### src/rtl/trap_csr_if.sv
// ----------------------------------------------------------------------------
// trap_csr_if
// Request/response bundle between the pipeline and the machine-mode trap/CSR
// unit.
//   exc_*      : exception request (valid, cause, faulting pc, trap value)
//   mret_valid : MRET retiring
//   csr_*      : CSR access request (valid, op, addr, wdata) and its response
//                (done, rdata, illegal)
//   redirect_* : fetch redirect handshake, plus a one-cycle pipeline flush
// modport master : pipeline side (drives requests, consumes responses)
// modport slave  : trap/CSR unit side
// ----------------------------------------------------------------------------
`ifndef XLEN
`define XLEN 32
`endif

interface trap_csr_if;
    logic              exc_valid;
    logic              exc_ready;
    logic [4:0]        exc_cause;
    logic [`XLEN-1:0]  exc_pc;
    logic [`XLEN-1:0]  exc_tval;
    logic              mret_valid;
    logic              csr_valid;
    logic [1:0]        csr_op;
    logic [11:0]       csr_addr;
    logic [`XLEN-1:0]  csr_wdata;
    logic              csr_done;
    logic [`XLEN-1:0]  csr_rdata;
    logic              csr_illegal;
    logic              redirect_valid;
    logic [`XLEN-1:0]  redirect_pc;
    logic              redirect_ready;
    logic              flush;

    modport master (
        output exc_valid, exc_cause, exc_pc, exc_tval, mret_valid,
               csr_valid, csr_op, csr_addr, csr_wdata, redirect_ready,
        input  exc_ready, csr_done, csr_rdata, csr_illegal,
               redirect_valid, redirect_pc, flush
    );

    modport slave (
        input  exc_valid, exc_cause, exc_pc, exc_tval, mret_valid,
               csr_valid, csr_op, csr_addr, csr_wdata, redirect_ready,
        output exc_ready, csr_done, csr_rdata, csr_illegal,
               redirect_valid, redirect_pc, flush
    );
endinterface

### src/rtl/trap_csr_unit.sv
// ----------------------------------------------------------------------------
// trap_csr_unit
// Machine-mode trap entry / MRET redirect plus the four trap CSRs
// (mtvec 0x305, mepc 0x341, mcause 0x342, mtval 0x343), direct mode only.
// Ports:
//   clk  : core clock, rising edge
//   rst  : asynchronous active-low reset
//   bus  : trap_csr_if.slave (exception / MRET / CSR requests, redirect out)
// Parameters:
//   RESET_MTVEC : reset value of mtvec (low two bits are dropped)
//
//   state    | meaning
//   ---------+-----------------------------------------------------------
//   IDLE     | accepting exc / mret / csr requests (exc_ready=1)
//   REDIRECT | redirect_valid held, waiting for redirect_ready
// ----------------------------------------------------------------------------
`ifndef XLEN
`define XLEN 32
`endif

module trap_csr_unit #(
    parameter logic [`XLEN-1:0] RESET_MTVEC = '0
) (
    input  logic       clk,
    input  logic       rst,
    trap_csr_if.slave  bus
);
    typedef enum logic {IDLE = 1'b0, REDIRECT = 1'b1} state_t;

    localparam logic [1:0]  OP_W = 2'b01;
    localparam logic [1:0]  OP_S = 2'b10;
    localparam logic [1:0]  OP_C = 2'b11;
    localparam logic [11:0] A_MTVEC  = 12'h305;
    localparam logic [11:0] A_MEPC   = 12'h341;
    localparam logic [11:0] A_MCAUSE = 12'h342;
    localparam logic [11:0] A_MTVAL  = 12'h343;
    localparam logic [`XLEN-1:0] MTVEC_RST = {RESET_MTVEC[`XLEN-1:2], 2'b00};

    state_t           r_state;
    logic [`XLEN-1:0] r_mtvec, r_mepc, r_mcause, r_mtval;
    logic             r_csr_done, r_csr_illegal, r_redirect_valid, r_flush;
    logic [`XLEN-1:0] r_csr_rdata, r_redirect_pc;

    logic [`XLEN-1:0] w_old, w_new;
    logic             w_impl, w_ro_space, w_write, w_illegal;

    always_comb begin
        w_old  = '0;
        w_impl = 1'b1;
        case (bus.csr_addr)
            A_MTVEC:  w_old = r_mtvec;
            A_MEPC:   w_old = r_mepc;
            A_MCAUSE: w_old = r_mcause;
            A_MTVAL:  w_old = r_mtval;
            default:  w_impl = 1'b0;
        endcase
    end

    // The read-only window (addr[11:10]==11) reads as zero so that probing
    // ID registers with a non-writing access is not a trap; any write-class
    // access there is illegal. Everything else outside the four CSRs is illegal.
    assign w_ro_space = (bus.csr_addr[11:10] == 2'b11);
    assign w_write    = (bus.csr_op == OP_W) ||
                        (((bus.csr_op == OP_S) || (bus.csr_op == OP_C)) &&
                         (bus.csr_wdata != '0));
    assign w_illegal  = (!w_impl && !w_ro_space) || (w_ro_space && w_write);

    always_comb begin
        case (bus.csr_op)
            OP_W:    w_new = bus.csr_wdata;
            OP_S:    w_new = w_old | bus.csr_wdata;
            OP_C:    w_new = w_old & ~bus.csr_wdata;
            default: w_new = w_old;
        endcase
    end

    always_ff @(posedge clk or negedge rst) begin
        if (!rst) begin
            r_state          <= IDLE;
            r_mtvec          <= MTVEC_RST;
            r_mepc           <= '0;
            r_mcause         <= '0;
            r_mtval          <= '0;
            r_csr_done       <= 1'b0;
            r_csr_illegal    <= 1'b0;
            r_csr_rdata      <= '0;
            r_redirect_valid <= 1'b0;
            r_redirect_pc    <= '0;
            r_flush          <= 1'b0;
        end else begin
            r_flush       <= 1'b0;
            r_csr_done    <= 1'b0;
            r_csr_illegal <= 1'b0;
            r_csr_rdata   <= '0;
            case (r_state)
                IDLE: begin
                    if (bus.exc_valid) begin
                        r_mepc           <= {bus.exc_pc[`XLEN-1:2], 2'b00};
                        r_mcause         <= {{(`XLEN-5){1'b0}}, bus.exc_cause};
                        r_mtval          <= bus.exc_tval;
                        r_redirect_pc    <= {r_mtvec[`XLEN-1:2], 2'b00};
                        r_redirect_valid <= 1'b1;
                        r_flush          <= 1'b1;
                        r_state          <= REDIRECT;
                    end else if (bus.mret_valid) begin
                        r_redirect_pc    <= r_mepc;
                        r_redirect_valid <= 1'b1;
                        r_flush          <= 1'b1;
                        r_state          <= REDIRECT;
                    end else if (bus.csr_valid) begin
                        r_csr_done    <= 1'b1;
                        r_csr_illegal <= w_illegal;
                        r_csr_rdata   <= w_illegal ? '0 : w_old;
                        if (!w_illegal && w_write) begin
                            case (bus.csr_addr)
                                A_MTVEC:  r_mtvec  <= {w_new[`XLEN-1:2], 2'b00};
                                A_MEPC:   r_mepc   <= {w_new[`XLEN-1:2], 2'b00};
                                A_MCAUSE: r_mcause <= w_new;
                                A_MTVAL:  r_mtval  <= w_new;
                                default:  ;
                            endcase
                        end
                    end
                end
                REDIRECT: begin
                    if (bus.redirect_ready) begin
                        r_redirect_valid <= 1'b0;
                        r_state          <= IDLE;
                    end
                end
                default: r_state <= IDLE;
            endcase
        end
    end

    assign bus.exc_ready      = (r_state == IDLE);
    assign bus.csr_done       = r_csr_done;
    assign bus.csr_illegal    = r_csr_illegal;
    assign bus.csr_rdata      = r_csr_rdata;
    assign bus.redirect_valid = r_redirect_valid;
    assign bus.redirect_pc    = r_redirect_pc;
    assign bus.flush          = r_flush;
endmodule
### src/flat_wrapper.sv
// flat-port wrapper written by rule: the top's interface ports become plain ports
module trap_csr_unit_flat 
#(
    parameter logic [`XLEN-1:0] RESET_MTVEC = '0
)
  (clk, rst, bus_exc_valid, bus_exc_cause, bus_exc_pc, bus_exc_tval, bus_mret_valid, bus_csr_valid, bus_csr_op, bus_csr_addr, bus_csr_wdata, bus_redirect_ready, bus_exc_ready, bus_csr_done, bus_csr_rdata, bus_csr_illegal, bus_redirect_valid, bus_redirect_pc, bus_flush);
  trap_csr_if bus_i ();
  input  logic clk;
  input  logic rst;
  input wire logic [$bits(bus_i.exc_valid)-1:0] bus_exc_valid;
  input wire logic [$bits(bus_i.exc_cause)-1:0] bus_exc_cause;
  input wire logic [$bits(bus_i.exc_pc)-1:0] bus_exc_pc;
  input wire logic [$bits(bus_i.exc_tval)-1:0] bus_exc_tval;
  input wire logic [$bits(bus_i.mret_valid)-1:0] bus_mret_valid;
  input wire logic [$bits(bus_i.csr_valid)-1:0] bus_csr_valid;
  input wire logic [$bits(bus_i.csr_op)-1:0] bus_csr_op;
  input wire logic [$bits(bus_i.csr_addr)-1:0] bus_csr_addr;
  input wire logic [$bits(bus_i.csr_wdata)-1:0] bus_csr_wdata;
  input wire logic [$bits(bus_i.redirect_ready)-1:0] bus_redirect_ready;
  output wire logic [$bits(bus_i.exc_ready)-1:0] bus_exc_ready;
  output wire logic [$bits(bus_i.csr_done)-1:0] bus_csr_done;
  output wire logic [$bits(bus_i.csr_rdata)-1:0] bus_csr_rdata;
  output wire logic [$bits(bus_i.csr_illegal)-1:0] bus_csr_illegal;
  output wire logic [$bits(bus_i.redirect_valid)-1:0] bus_redirect_valid;
  output wire logic [$bits(bus_i.redirect_pc)-1:0] bus_redirect_pc;
  output wire logic [$bits(bus_i.flush)-1:0] bus_flush;
  assign bus_i.exc_valid = bus_exc_valid;
  assign bus_i.exc_cause = bus_exc_cause;
  assign bus_i.exc_pc = bus_exc_pc;
  assign bus_i.exc_tval = bus_exc_tval;
  assign bus_i.mret_valid = bus_mret_valid;
  assign bus_i.csr_valid = bus_csr_valid;
  assign bus_i.csr_op = bus_csr_op;
  assign bus_i.csr_addr = bus_csr_addr;
  assign bus_i.csr_wdata = bus_csr_wdata;
  assign bus_i.redirect_ready = bus_redirect_ready;
  assign bus_exc_ready = bus_i.exc_ready;
  assign bus_csr_done = bus_i.csr_done;
  assign bus_csr_rdata = bus_i.csr_rdata;
  assign bus_csr_illegal = bus_i.csr_illegal;
  assign bus_redirect_valid = bus_i.redirect_valid;
  assign bus_redirect_pc = bus_i.redirect_pc;
  assign bus_flush = bus_i.flush;
  trap_csr_unit #(.RESET_MTVEC(RESET_MTVEC)) u_core (.clk(clk), .rst(rst), .bus(bus_i));
endmodule
### config.mk
export PLATFORM = sky130hd
export DESIGN_NAME = trap_csr_unit_flat
export DESIGN_NICKNAME = d
export VERILOG_FILES = /design/src/rtl/trap_csr_if.sv /design/src/rtl/trap_csr_unit.sv /design/src/flat_wrapper.sv
export SDC_FILE = /design/constraint.sdc
export NUM_CORES = 1
export LEC_CHECK = 0
export CAP_MARGIN = 20
export CORE_ASPECT_RATIO = 1.2
export CORE_MARGIN = 1.5
export CORE_UTILIZATION = 55
export CTS_BUF_LIST = sky130_fd_sc_hd__clkbuf_4 sky130_fd_sc_hd__clkbuf_8
export DETAILED_ROUTE_END_ITERATION = 8
export PLACE_DENSITY = 0.82
export REMOVE_ABC_BUFFERS = 1
export SLEW_MARGIN = 40
export SYNTH_ARGS = -nofsm -noshare
export SYNTH_HDL_FRONTEND = slang
export SYNTH_SLANG_ARGS = --single-unit
### constraint.sdc
create_clock -name clk -period 2.6 [get_ports clk]
set_input_delay 0.39 -clock clk [delete_from_list [all_inputs] [get_ports clk]]
set_output_delay 0.39 -clock clk [all_outputs]
set_load 0.02 [all_outputs]
### Word-level counts from Yosys, hierarchy flattened

Cells that the tools add are included.

* bits in registers: 195
* output and inout bits: 69
* logic and storage cells: 94

* reduce and logical (&&, ||, !) cells: 24
* equal/unequal tests: 11
* muxes and demuxes: 42
* bitwise operators: 6

Operators by type and width (count)
* 2-to-1 mux 32 bit: 22
* one-hot mux 32 bit (4 select lines): 1
* one-hot mux 32 bit (3 select lines): 1
* == test 12 x 10 -> 1 bit (second input constant): 4
* AND 32 bit: 1
* NOT 32 bit: 1
* OR 32 bit: 1
* nonzero test 32 bit: 1
* 2-to-1 mux 1 bit: 16
* AND reduction 5 bit: 3
* nonzero test 2 bit: 6
* == test 2 bit (second input constant): 3
* AND reduction 6 bit: 1
* logical AND 1 bit: 4
* != test 2 bit (second input constant): 2
* one-hot mux 1 bit (2 select lines): 2
* AND reduction 2 bit: 2
* OR reduction 4 bit: 1
* logical NOT 1 bit: 3
* logical OR 1 bit: 3
* != test 3 bit (second input constant): 1
* NOT 1 bit: 3
* == test 2 x 1 -> 1 bit (second input constant): 1

### Logic depth before layout (Yosys ltp)

Gate-level depths: netlist of the first run.

* word-level depth: 12
* mapped depth: 9
* depth with buffers taken out: 5

### Worst setup path after synthesis of the first run

No wires, ideal clock.

* kind: input-to-reg
* start point: input port bus_csr_addr[7]
* end point: register u_core.r_mtval[2]
* stages on the path: 7
* path buffers: 2
* setup time: 0.125 ns
* arrival time: 2.180 ns
* path slack: 0.295 ns
* cells stage by stage: nor4bb_1 -> clkbuf_1 -> and2_1 -> nand4b_1 -> o31ai_2 -> buf_2 -> mux2_2

* cells in the longest elaborated chain, start to end: 10
* elaborated cells on any way between the ends: 23
* those cells by class: 4 x eq/ne; 8 x mux; 2 x bitwise; 9 x reduce/logical

RTL lines
* start: declaration: line flat_wrapper.sv:17 `input wire logic [$bits(bus_i.csr_addr)-1:0] bus_csr_addr;`
* parallel branches: the longest is 10 deep, another holds one-hot mux 32 bit (4 select lines)
* end signal: assignment: line trap_csr_unit.sv:100 `r_mtval <= bus.exc_tval;`
* end signal: assignment: line trap_csr_unit.sv:119 `A_MTVAL: r_mtval <= w_new;`
* end: declaration: line trap_csr_unit.sv:40 `` logic [`XLEN-1:0] r_mtvec, r_mepc, r_mcause, r_mtval; ``

Several ways; the timed one is not identified. The select of a mux whose other input is x is not followed.
A chain may end at the register's enable or synchronous reset.

### Final worst setup path of the first run

* start point: register u_core.r_state
* end point: register u_core.r_mepc[9]

* cells in the longest elaborated chain, start to end: 2

RTL lines
* start: declaration: line trap_csr_unit.sv:39 `state_t r_state;`
* start signal: assignment: line trap_csr_unit.sv:79 `r_state <= IDLE;`
* start signal: assignment: line trap_csr_unit.sv:104 `r_state <= REDIRECT;`
* start signal: assignment: line trap_csr_unit.sv:109 `r_state <= REDIRECT;`
* NOT 1 bit (no source line)
* AND reduction 5 bit (no source line)
* end signal: assignment: line trap_csr_unit.sv:98 `` r_mepc <= {bus.exc_pc[`XLEN-1:2], 2'b00}; ``
* end signal: assignment: line trap_csr_unit.sv:117 `` A_MEPC: r_mepc <= {w_new[`XLEN-1:2], 2'b00}; ``
* end: declaration: line trap_csr_unit.sv:40

No other way between the ends.

==> flow_metrics.env, run 1 <==
export IMPL_outcome="finished clean"
export IMPL_place_inst=1675
export IMPL_routabilityCongestion=0.922
export IMPL_ys_seq_area_share_pct=43.3
export IMPL_grt_total_usage_pct=37.1
export IMPL_rr_worst_depth=8
export IMPL_worstHoldStart="bus_exc_pc[7]"
export IMPL_port_buffers=185
export IMPL_ys_warn_count=0
export IMPL_rr_endpoint="u_core.r_mepc[9]$_DFFE_PN0P_"
export IMPL_ys_top_cells_by_count="dfrtp_1, nand2_1, o21ai_0"
export IMPL_antenna_found_initial=0
export IMPL_synth_distinct_cells=50
export IMPL_cts_clk_slew_worst_paths_ns=0.10
export IMPL_cp_data_arrival_time_ns=2.87
export IMPL_critPathLaunchType="flop"
export IMPL_power_share_switching_pct=31.0
export IMPL_r2r_slack_ns=0.11
export IMPL_maxCapViolCount=0
export IMPL_io_pins=190
export IMPL_p_clk_share_pct=30.2
export IMPL_synth_area_leaders="dfrtp_1, mux2i_1, nand2_1"
export IMPL_finClkSkew_ns=0.0120
export IMPL_grt_ovfl_total=0
export IMPL_tritoncts="done"
export IMPL_yosysMostFrequentCell="dfrtp_1"
export IMPL_fin_hold_ws_ns=0.479
export IMPL_clock_path_buffers=2
export IMPL_rows=56
export IMPL_core_area_mm2=0.0196
export IMPL_hold_viol_final=0
export IMPL_insertion_delay_ns=0.49
export IMPL_cts_made_buffers=17
export IMPL_ir_drop_v=0.000365
export IMPL_end_kind="flop"
export IMPL_htreeDepth=4
export IMPL_final_util_pct=73.9
export IMPL_final_cells=1709
export IMPL_cts_sinks=191
export IMPL_vias=11395
export IMPL_synth_ff_type="dfrtp_1"
export IMPL_seqPwrFrac_pct=45.7
export IMPL_slew_headroom_pct=53.1
export IMPL_drc=0
export IMPL_fin_crit_sh_pct=95.7
export IMPL_power_switching_mw=2.41
export IMPL_ant_nets=0
export IMPL_syn_avg_cell_area_um2=9.18
export IMPL_synth_cells=1202
export IMPL_grt_pass1_wl_mm=59.6
export IMPL_cp_slowest_cell="or3b_2"
export IMPL_final_nets=1556
export IMPL_fmax_mhz=402
export IMPL_crit_cells=8
export IMPL_via_per_inst=6.67
export IMPL_dieArea_mm2=0.0209
export IMPL_fin_setup_tns_ns=0
export IMPL_syn2layout_area_growth_pct=31.5
export IMPL_p_int_mw=5.35
export IMPL_netlist_area_leader_share_pct=43.3
export IMPL_crit_required_ns=2.98
export IMPL_dp_hpwl_mm=25.7
export IMPL_critical_path_class="reg -> reg"
export IMPL_die_w_um=132
export IMPL_critPathMaxFanout=6
export IMPL_r2r_start="u_core.r_state$_DFF_PN0_"
export IMPL_die_y_um=158
export IMPL_syn_area_mm2=0.0110
export IMPL_dr_first_iter_drc_count=1786
export IMPL_hold_class="in -> reg"
export IMPL_finalMaxSlewViolations=0
export IMPL_grt_max_degree=81
export IMPL_synth_area_leader_cell="dfrtp_1"
export IMPL_nFillCells=1381
export IMPL_cp_cell_sequence="or3b_2, nor2_1, nand4b_1, buf_4, o31a_1, buf_4, buf_4, o31ai_1"
export IMPL_pre_cts_slack_ns=-0.446
export IMPL_combPwrFrac_pct=24.1
export IMPL_rsz0062_at_grt="false"
export IMPL_grt_pass1_vias=11197
export IMPL_layout_drive_gt1_share_pct=14.8
export IMPL_p_per_area_mw_per_mm2=535
export IMPL_setup_slack_ns=0.111
export IMPL_diodes=0
export IMPL_max_slew_worst_pin_slew_ns=0.704
export IMPL_worst_path_buf_inv=3
export IMPL_drt_wirelength_per_cell_um=22.6
export IMPL_crit_family="simple AND/OR/NAND/NOR gates"
export IMPL_synth_seq_cells=191
export IMPL_ctsRootBufferMaster="clkbuf_8"
export IMPL_crit_top_cell="buf_4"
export IMPL_synth_edf_count=0
export IMPL_min_period_ns=2.49
export IMPL_postSynth_asyncResetShare_pct=100
export IMPL_whs_endpoint="u_core.r_mepc[7]$_DFFE_PN0P_"
export IMPL_hold_path_depth=3
export IMPL_cpPeakStageDelay_ns=0.50
export IMPL_dr_pass1_iters=6
export IMPL_start_util_pct=56.2
export IMPL_p_leak_nw=5.98
export IMPL_setup_violations=0
export IMPL_wirelength_mm=38.7
power groups by stage:
stage                     registers [mW]  logic (mW)  clock network (mW)
final                               3.55        1.87                2.34
after global routing                3.58        2.01                2.45
after CTS                           3.53        1.84                2.32
after detailed placement            3.59        1.83                   0
after global placement              3.57        1.77                   0
after floorplan                     3.66       0.769                   0
worst max-delay path by stage:
stage | from | to | slack, ns
after floorplan | bus_csr_addr[11] | u_core.r_mtval[0]$_DFFE_PN0P_ | -4.21
after global placement | bus_csr_addr[5] | u_core.r_mtvec[2]$_DFFE_PN0P_ | -0.40
after detailed placement | bus_mret_valid | u_core.r_mtvec[2]$_DFFE_PN0P_ | -0.45
after CTS | u_core.r_state$_DFF_PN0_ | u_core.r_mtval[20]$_DFFE_PN0P_ | 0.04
after global routing | u_core.r_state$_DFF_PN0_ | u_core.r_mepc[10]$_DFFE_PN0P_ | 0.01
final | u_core.r_state$_DFF_PN0_ | u_core.r_mepc[9]$_DFFE_PN0P_ | 0.11
cells in the final DEF (no fill, tap or decap), drive strengths merged, types with 10 or more instances in the layout:
| cell type | instances |
|---|---|
| a221oi | 12 |
| o31ai | 29 |
| clkbuf | 18 |
| mux2i | 87 |
| o2bb2ai | 27 |
| nor3 | 62 |
| nand2 | 131 |
| nor2 | 58 |
| buf | 152 |
| nand3b | 61 |
| o311ai | 28 |
| a2bb2oi | 28 |
| nand4b | 27 |
| o21ai | 115 |
| o22ai | 27 |
| nor4 | 10 |
| clkdlybuf4s50 | 179 |
| inv | 44 |
| dfrtp | 191 |
| mux2 | 15 |
| a21oi | 34 |
| xnor2 | 32 |
| a22o | 27 |
worst register-to-register path, delay by kind of cell (launching register included):
family	cells	cell delay (ns)
compound gates	2	0.54
buf+inv	3	0.57
flops	1	0.45
simple gates	3	0.83
area by class of cell:
cell class / count / area (um2) / share of cell area (%)
multi-input combinational: 852 / 5710 / 39.4
sequential: 191 / 4780 / 33.0
tap: 261 / 327 / 2.25
inverter: 40 / 150 / 1.04
timing repair buffer: 333 / 3070 / 21.2
clock inverter: 15 / 231 / 1.60
clock buffer: 17 / 234 / 1.61
per-layer routing:
| layer | vias up | wire (um) | track usage [%] |
|---|---|---|---|
| met5 | - | 0 | 0 |
| met2 | 950 | 18000 | 59.9 |
| li1 | 4852 | - | - |
| met3 | 194 | 4690 | 8.90 |
| met4 | 0 | 1970 | 22.3 |
| met1 | 5399 | 14000 | 45.4 |
registers in the layout, indices dropped and copies added, names as in the netlist:
| signal | count |
|---|---|
| u_core.bus.csr_done | 1 |
| u_core.bus.csr_illegal | 1 |
| u_core.bus.csr_rdata | 32 |
| u_core.bus.flush | 1 |
| u_core.bus.redirect_pc | 30 |
| u_core.bus.redirect_valid | 1 |
| u_core.r_mcause | 32 |
| u_core.r_mepc | 30 |
| u_core.r_mtval | 32 |
| u_core.r_mtvec | 30 |
| u_core.r_state | 1 |
timing repair:
| item | in CTS | in global routing |
|---|---|---|
| buffers inserted | 0 | 1 |
| endpoints found under the setup margin | 0 | 33 |
| endpoints found under the hold margin | 75 | 0 |
| resized for setup | 0 | 3 |
| hold buffers | 1 | 0 |
metrics by stage:
| step | power (mW) | instance area [um2] |
|---|---|---|
| floorplan | 4.43 | 10500 |
| global placement | 5.35 | 14000 |
| detailed placement | 5.42 | 14000 |
| CTS | 7.70 | 14500 |
| global route | 8.04 | 14500 |
| finish | 7.76 | 14500 |
kinds of logic after synthesis:
kind of cell / synth area share (%)
AO/OA/AOI/OAI: 20.7
AND/OR/NAND/NOR: 18.1
other: 0.0340
buffers and inverters: 5.83
flip-flops: 43.3
multiplexers: 9.43
XOR/XNOR: 2.54
No activity file was read; power rests on OpenSTA's default activity.
==> run 2: changes to the inputs <==
Settings changed: GPL_ROUTABILITY_DRIVEN from default to 0.
==> flow_metrics.env, run 2 (synthesis gave the netlist of run 1 again) <==
export IMPL_dieArea_mm2=0.0209
export IMPL_core_area_mm2=0.0196
export IMPL_cp_slowest_cell="or3b_2"
export IMPL_design_area_mm2=0.0144
export IMPL_top_usage_layer="met2"
export IMPL_start_util_pct=56.2
export IMPL_power_share_switching_pct=31.1
export IMPL_outcome="finished clean"
export IMPL_diodes=0
export IMPL_fin_crit_sh_pct=96.5
export IMPL_dp_hpwl_mm=25.6
export IMPL_cp_cell_sequence="or3b_2, nor2_1, nand4b_1, buf_4, buf_4, o311ai_0, o31ai_1"
export IMPL_power_switching_mw=2.34
export IMPL_rsz0062_at_grt="false"
export IMPL_hold_viol_final=0
export IMPL_layout_drive_gt1_share_pct=14.5
export IMPL_cts_sinks=191
export IMPL_ctsRootBufferMaster="clkbuf_8"
export IMPL_grt_ovfl_total=0
export IMPL_antenna_found_initial=0
export IMPL_final_nets=1555
export IMPL_end_kind="flop"
export IMPL_drc=0
export IMPL_clock_path_buffers=2
export IMPL_slew_headroom_pct=55.1
export IMPL_max_slew_worst_pin_slew_ns=0.674
export IMPL_port_buffers=185
export IMPL_insertion_delay_ns=0.49
export IMPL_via_per_inst=6.62
export IMPL_p_int_mw=5.18
export IMPL_setup_slack_ns=0.0898
export IMPL_placed_area_mm2=0.0140
export IMPL_maxCapViolCount=0
export IMPL_crit_required_ns=2.95
export IMPL_p_leak_nw=5.94
export IMPL_pre_cts_slack_ns=-0.408
export IMPL_worst_path_buf_inv=2
export IMPL_cts_made_buffers=17
export IMPL_ir_drop_v=0.000371
export IMPL_nFillCells=1450
export IMPL_grtUsageMet1_pct=45.6
export IMPL_io_pins=190
export IMPL_p_per_area_mw_per_mm2=522
export IMPL_crit_top_cell="buf_4"
export IMPL_crit_family="simple AND/OR/NAND/NOR gates"
export IMPL_finalMaxSlewViolations=0
export IMPL_seqPwrFrac_pct=47.0
export IMPL_grt_use_met3_pct=7.56
export IMPL_ant_nets=0
export IMPL_rows=56
export IMPL_grt_pass1_wl_mm=60.1
export IMPL_cp_data_arrival_time_ns=2.86
export IMPL_fin_setup_tns_ns=0
export IMPL_dr_pass1_iters=6
export IMPL_critical_path_class="reg -> reg"
export IMPL_dr_first_iter_drc_count=1692
export IMPL_die_w_um=132
export IMPL_grt_met2_usage_pct=61.9
export IMPL_htreeDepth=4
export IMPL_final_util_pct=73.4
export IMPL_min_period_ns=2.51
export IMPL_cts_clk_slew_worst_paths_ns=0.09
export IMPL_syn2layout_area_growth_pct=30.6
export IMPL_drt_wirelength_per_cell_um=22.6
export IMPL_finClkSkew_ns=0.0159
export IMPL_r2r_slack_ns=0.09
export IMPL_critPathMaxFanout=27
export IMPL_tritoncts="done"
export IMPL_die_y_um=158
export IMPL_grt_pass1_vias=11347
export IMPL_wirelength_mm=38.6
export IMPL_grt_max_degree=61
export IMPL_fmax_mhz=398
export IMPL_layout_common_cells="dfrtp_1, clkdlybuf4s50_1, buf_4"
export IMPL_p_clk_share_pct=28.1
export IMPL_combPwrFrac_pct=24.9
export IMPL_grt_total_usage_pct=37.2
export IMPL_cpPeakStageDelay_ns=0.51
export IMPL_final_common_cell="dfrtp_1"
export IMPL_vias=11307
export IMPL_hold_class="in -> async"
export IMPL_setup_violations=0
export IMPL_cts_resized=0
export IMPL_critPathLaunchType="flop"
export IMPL_p_total_mw=7.52
[run 2: changes by cell type in the layout (fill, tap and decap cells not counted), sizes merged]
| cell | previous run | this run |
|---|---|---|
| inv | 44 | 42 |
| clkinv | 1 | 2 |
| bufinv | 5 | 3 |
| clkbuf | 18 | 20 |
| buf | 152 | 151 |
[run 2: stage by stage]
step / hold WS (ns) / cells
after floorplan: 0.0944 / 1083
after global placement: 0.411 / 1673
after detailed placement: 0.416 / 1673
after CTS: 0.466 / 1705
after global routing: 0.484 / 1707
final: 0.457 / 1707
[run 2: final timing paths]
check,start,endpoint,depth (start not counted)
setup / recovery,u_core.r_state$_DFF_PN0_,u_core.r_mepc[9]$_DFFE_PN0P_,7
hold / removal,rst,u_core.bus.redirect_pc[5]$_DFFE_PN0P_,2
setup reg to reg,u_core.r_state$_DFF_PN0_,u_core.r_mepc[9]$_DFFE_PN0P_,7
hold reg to reg,u_core.bus.redirect_pc[11]$_DFFE_PN0P_,u_core.bus.redirect_pc[11]$_DFFE_PN0P_,2
max in group asynchronous,rst,u_core.r_mcause[5]$_DFFE_PN0P_,3
min in group clk,bus_redirect_ready,u_core.bus.redirect_valid$_DFFE_PN0P_,2
[run 2: power groups by stage]
stage | Sequential, mW | Clock (mW) | Combinational (mW)
final | 3.54 | 2.11 | 1.87
after global routing | 3.58 | 2.23 | 2.01
after CTS | 3.53 | 2.10 | 1.85
after detailed placement | 3.58 | 0 | 1.83
after global placement | 3.57 | 0 | 1.78
after floorplan | 3.66 | 0 | 0.769
[run 2: routing by layer]
| metal | vias to the layer above | part of all wire, % |
|---|---|---|
| li1 | 4869 | - |
| met1 | 5376 | 36 |
| met2 | 858 | 48 |
| met3 | 204 | 11 |
| met4 | 0 | 5.0 |
| met5 | - | 0 |
[run 2: area by class of cell]
class | count | area [um2] | area share [%]
repair buffers | 332 | 3040 | 21.1
clock inverters | 12 | 159 | 1.10
clock buffers | 19 | 255 | 1.77
multi-input cells | 852 | 5690 | 39.5
inverters | 40 | 150 | 1.04
flip-flops and latches | 191 | 4780 | 33.2
well taps | 261 | 327 | 2.27
[run 2: repair_timing]
action	in CTS	in global routing
pin swaps	1	1
endpoints found under the hold margin	54	0
setup buffers	0	2
hold buffers	1	0
endpoints found under the setup margin	2	8
[run 2: worst register-to-register path, delay by kind of cell (launching register included)]
kind                   cells  cell delay, ns
flip-flops                 1            0.44
buffers and inverters      2            0.47
AO/OA/AOI/OAI              2            0.61
AND/OR/NAND/NOR            3            0.87
==> run 3: changes to the inputs <==
Settings changed: CORE_ASPECT_RATIO 1.2 to 1.1.
==> flow_metrics.env, run 3 (synthesis gave the netlist of run 1 again) <==
export IMPL_critPathLaunchType="primary input"
export IMPL_hold_viol_final=0
export IMPL_crit_top_cell="buf_4"
export IMPL_grt_total_usage_pct=36.7
export IMPL_via_per_inst=6.59
export IMPL_io_pins=190
export IMPL_pre_cts_slack_ns=-0.609
export IMPL_critical_path_class="in -> reg"
export IMPL_min_period_ns=2.60
export IMPL_layout_drive_gt1_share_pct=14.8
export IMPL_cpPeakStageDelay_ns=0.52
export IMPL_clock_path_buffers=2
export IMPL_drc=0
export IMPL_p_leak_nw=6.00
export IMPL_regArea_mm2=0.00478
export IMPL_diodes=0
export IMPL_cp_cell_sequence="clkdlybuf4s50_1, nor4_1, buf_4, nand4_1, o31ai_4, buf_4, a31oi_4, buf_4, nor3_1"
export IMPL_crit_required_ns=2.96
export IMPL_cp_data_arrival_time_ns=2.97
export IMPL_antenna_found_initial=0
export IMPL_p_total_mw=7.41
export IMPL_cp_slowest_cell="nor4_1"
export IMPL_fmax_mhz=384
export IMPL_finalMaxSlewViolations=0
export IMPL_fin_crit_sh_pct=100
export IMPL_final_util_pct=73.3
export IMPL_whs_endpoint="u_core.bus.csr_rdata[31]$_DFF_PN0_"
export IMPL_rr_endpoint="u_core.r_mtvec[2]$_DFFE_PN0P_"
export IMPL_port_buffers=185
export IMPL_final_nets=1557
export IMPL_finClkSkew_ns=0.0132
export IMPL_rr_worst_depth=8
export IMPL_syn2layout_area_growth_pct=31.2
export IMPL_crit_family="buffers and inverters"
export IMPL_dr_pass1_iters=6
export IMPL_multi_input_area_mm2=0.00572
export IMPL_outcome="complete, but fails checks"
export IMPL_grt_pass1_vias=11236
export IMPL_ant_nets=0
export IMPL_ir_drop_v=0.000392
export IMPL_tritoncts="done"
export IMPL_setup_slack_ns=-0.00261
export IMPL_drt_wirelength_per_cell_um=22.6
export IMPL_wirelength_mm=38.4
export IMPL_failed_checks="setup timing"
export IMPL_final_common_cell="dfrtp_1"
export IMPL_maxCapViolCount=0
export IMPL_hold_path_depth=3
export IMPL_crit_cells=9
export IMPL_vias=11202
export IMPL_core_area_mm2=0.0197
export IMPL_hold_class="in -> reg"
export IMPL_grt_max_degree=86
export IMPL_insertion_delay_ns=0.48
export IMPL_slew_headroom_pct=51.2
export IMPL_dp_hpwl_mm=25.4
export IMPL_cts_sinks=191
export IMPL_cts_made_buffers=17
export IMPL_layout_common_cells="dfrtp_1, clkdlybuf4s50_1, buf_4"
export IMPL_htreeDepth=4
export IMPL_grt_pass1_wl_mm=59.7
export IMPL_end_kind="flop"
export IMPL_nFillCells=1422
export IMPL_ctsRootBufferMaster="clkbuf_8"
export IMPL_worst_path_buf_inv=4
export IMPL_p_per_area_mw_per_mm2=512
export IMPL_grtUsageMet1_pct=44.0
export IMPL_die_w_um=138
export IMPL_start_util_pct=55.9
export IMPL_grt_met2_usage_pct=60.0
export IMPL_cts_clk_slew_worst_paths_ns=0.10
export IMPL_top_usage_layer="met2"
export IMPL_max_slew_worst_pin_slew_ns=0.732
export IMPL_r2r_start="u_core.r_state$_DFF_PN0_"
export IMPL_grt_ovfl_total=0
export IMPL_dr_first_iter_drc_count=1354
export IMPL_rows=54
export IMPL_die_y_um=152
export IMPL_worstHoldStart="bus_exc_valid"
export IMPL_r2r_slack_ns=0.17
export IMPL_dieArea_mm2=0.0209
export IMPL_rsz0062_at_grt="false"
export IMPL_grt_use_met3_pct=7.76
export IMPL_setup_violations=1
export IMPL_critPathMaxFanout=9
==> run 3: cell types whose count changed in the layout (fill, tap and decap cells not counted), sizes merged <==
cell      before  now
bufinv         3    1
clkbuf        20   25
clkinv         2    4
buf          151  153
clkinvlp       5    1
==> run 3: worst max path at each step <==
stage | slack [ns] | startpoint | end
floorplan | -4.21 | bus_csr_addr[11] | u_core.r_mtval[0]$_DFFE_PN0P_
global placement | -0.56 | bus_csr_wdata[20] | u_core.bus.csr_rdata[27]$_DFF_PN0_
detailed placement | -0.61 | bus_csr_wdata[20] | u_core.bus.csr_rdata[27]$_DFF_PN0_
CTS | 0.05 | bus_csr_wdata[20] | u_core.bus.csr_rdata[27]$_DFF_PN0_
global route | 0.006 | bus_csr_wdata[24] | u_core.bus.csr_rdata[27]$_DFF_PN0_
finish | -0.003 | bus_csr_wdata[31] | u_core.bus.csr_rdata[27]$_DFF_PN0_
==> run 3: worst reg2reg max path, delay by kind of cell, from the launching register on <==
| kind | cells | cell delay, ns |
|---|---|---|
| AND/OR/NAND/NOR | 2 | 0.96 |
| AO/OA/AOI/OAI | 3 | 0.50 |
| buffers and inverters | 3 | 0.53 |
| flip-flops | 1 | 0.40 |
==> run 3: cell type report <==
cell class | count | area share, %
multi-input combinational | 852 | 39.5
sequential | 191 | 33.0
timing repair buffer | 334 | 21.5
tap | 252 | 2.18
clock buffer | 24 | 2.15
inverter | 40 | 1.04
clock inverter | 8 | 0.545
==> run 3: per-layer routing <==
metal  routed length (um)  share of wire, %
met4                 2200               5.7
met2                18100                47
met1                14200                37
met3                 3910                10
met5                    0                 0
==> run 3: what timing repair did <==
action,in CTS,in global routing
pin swaps,1,0
cloned,0,0
hold endpoints to repair,65,0
setup endpoints to repair,81,2
hold buffers,1,0
resized for setup,1,2
buffers inserted,2,0
==> run 3: per-stage QoR <==
stage               hold slack (ns)  cell area (um2)  instances  TNS [ns]
detailed placement            0.470            14000       1666    -69.04
floorplan                    0.0944            10500       1083   -361.78
finish                        0.389            14500       1701  -0.00261
CTS                           0.336            14500       1701         0
global placement              0.460            14000       1666    -62.70
global route                  0.391            14500       1701         0
==> run 3: where the power goes <==
group / switching, mW / total, mW / internal (mW)
sequential: 0.228 / 3.55 / 3.32
combinational: 0.999 / 1.88 / 0.878
clock: 1.08 / 1.98 / 0.896
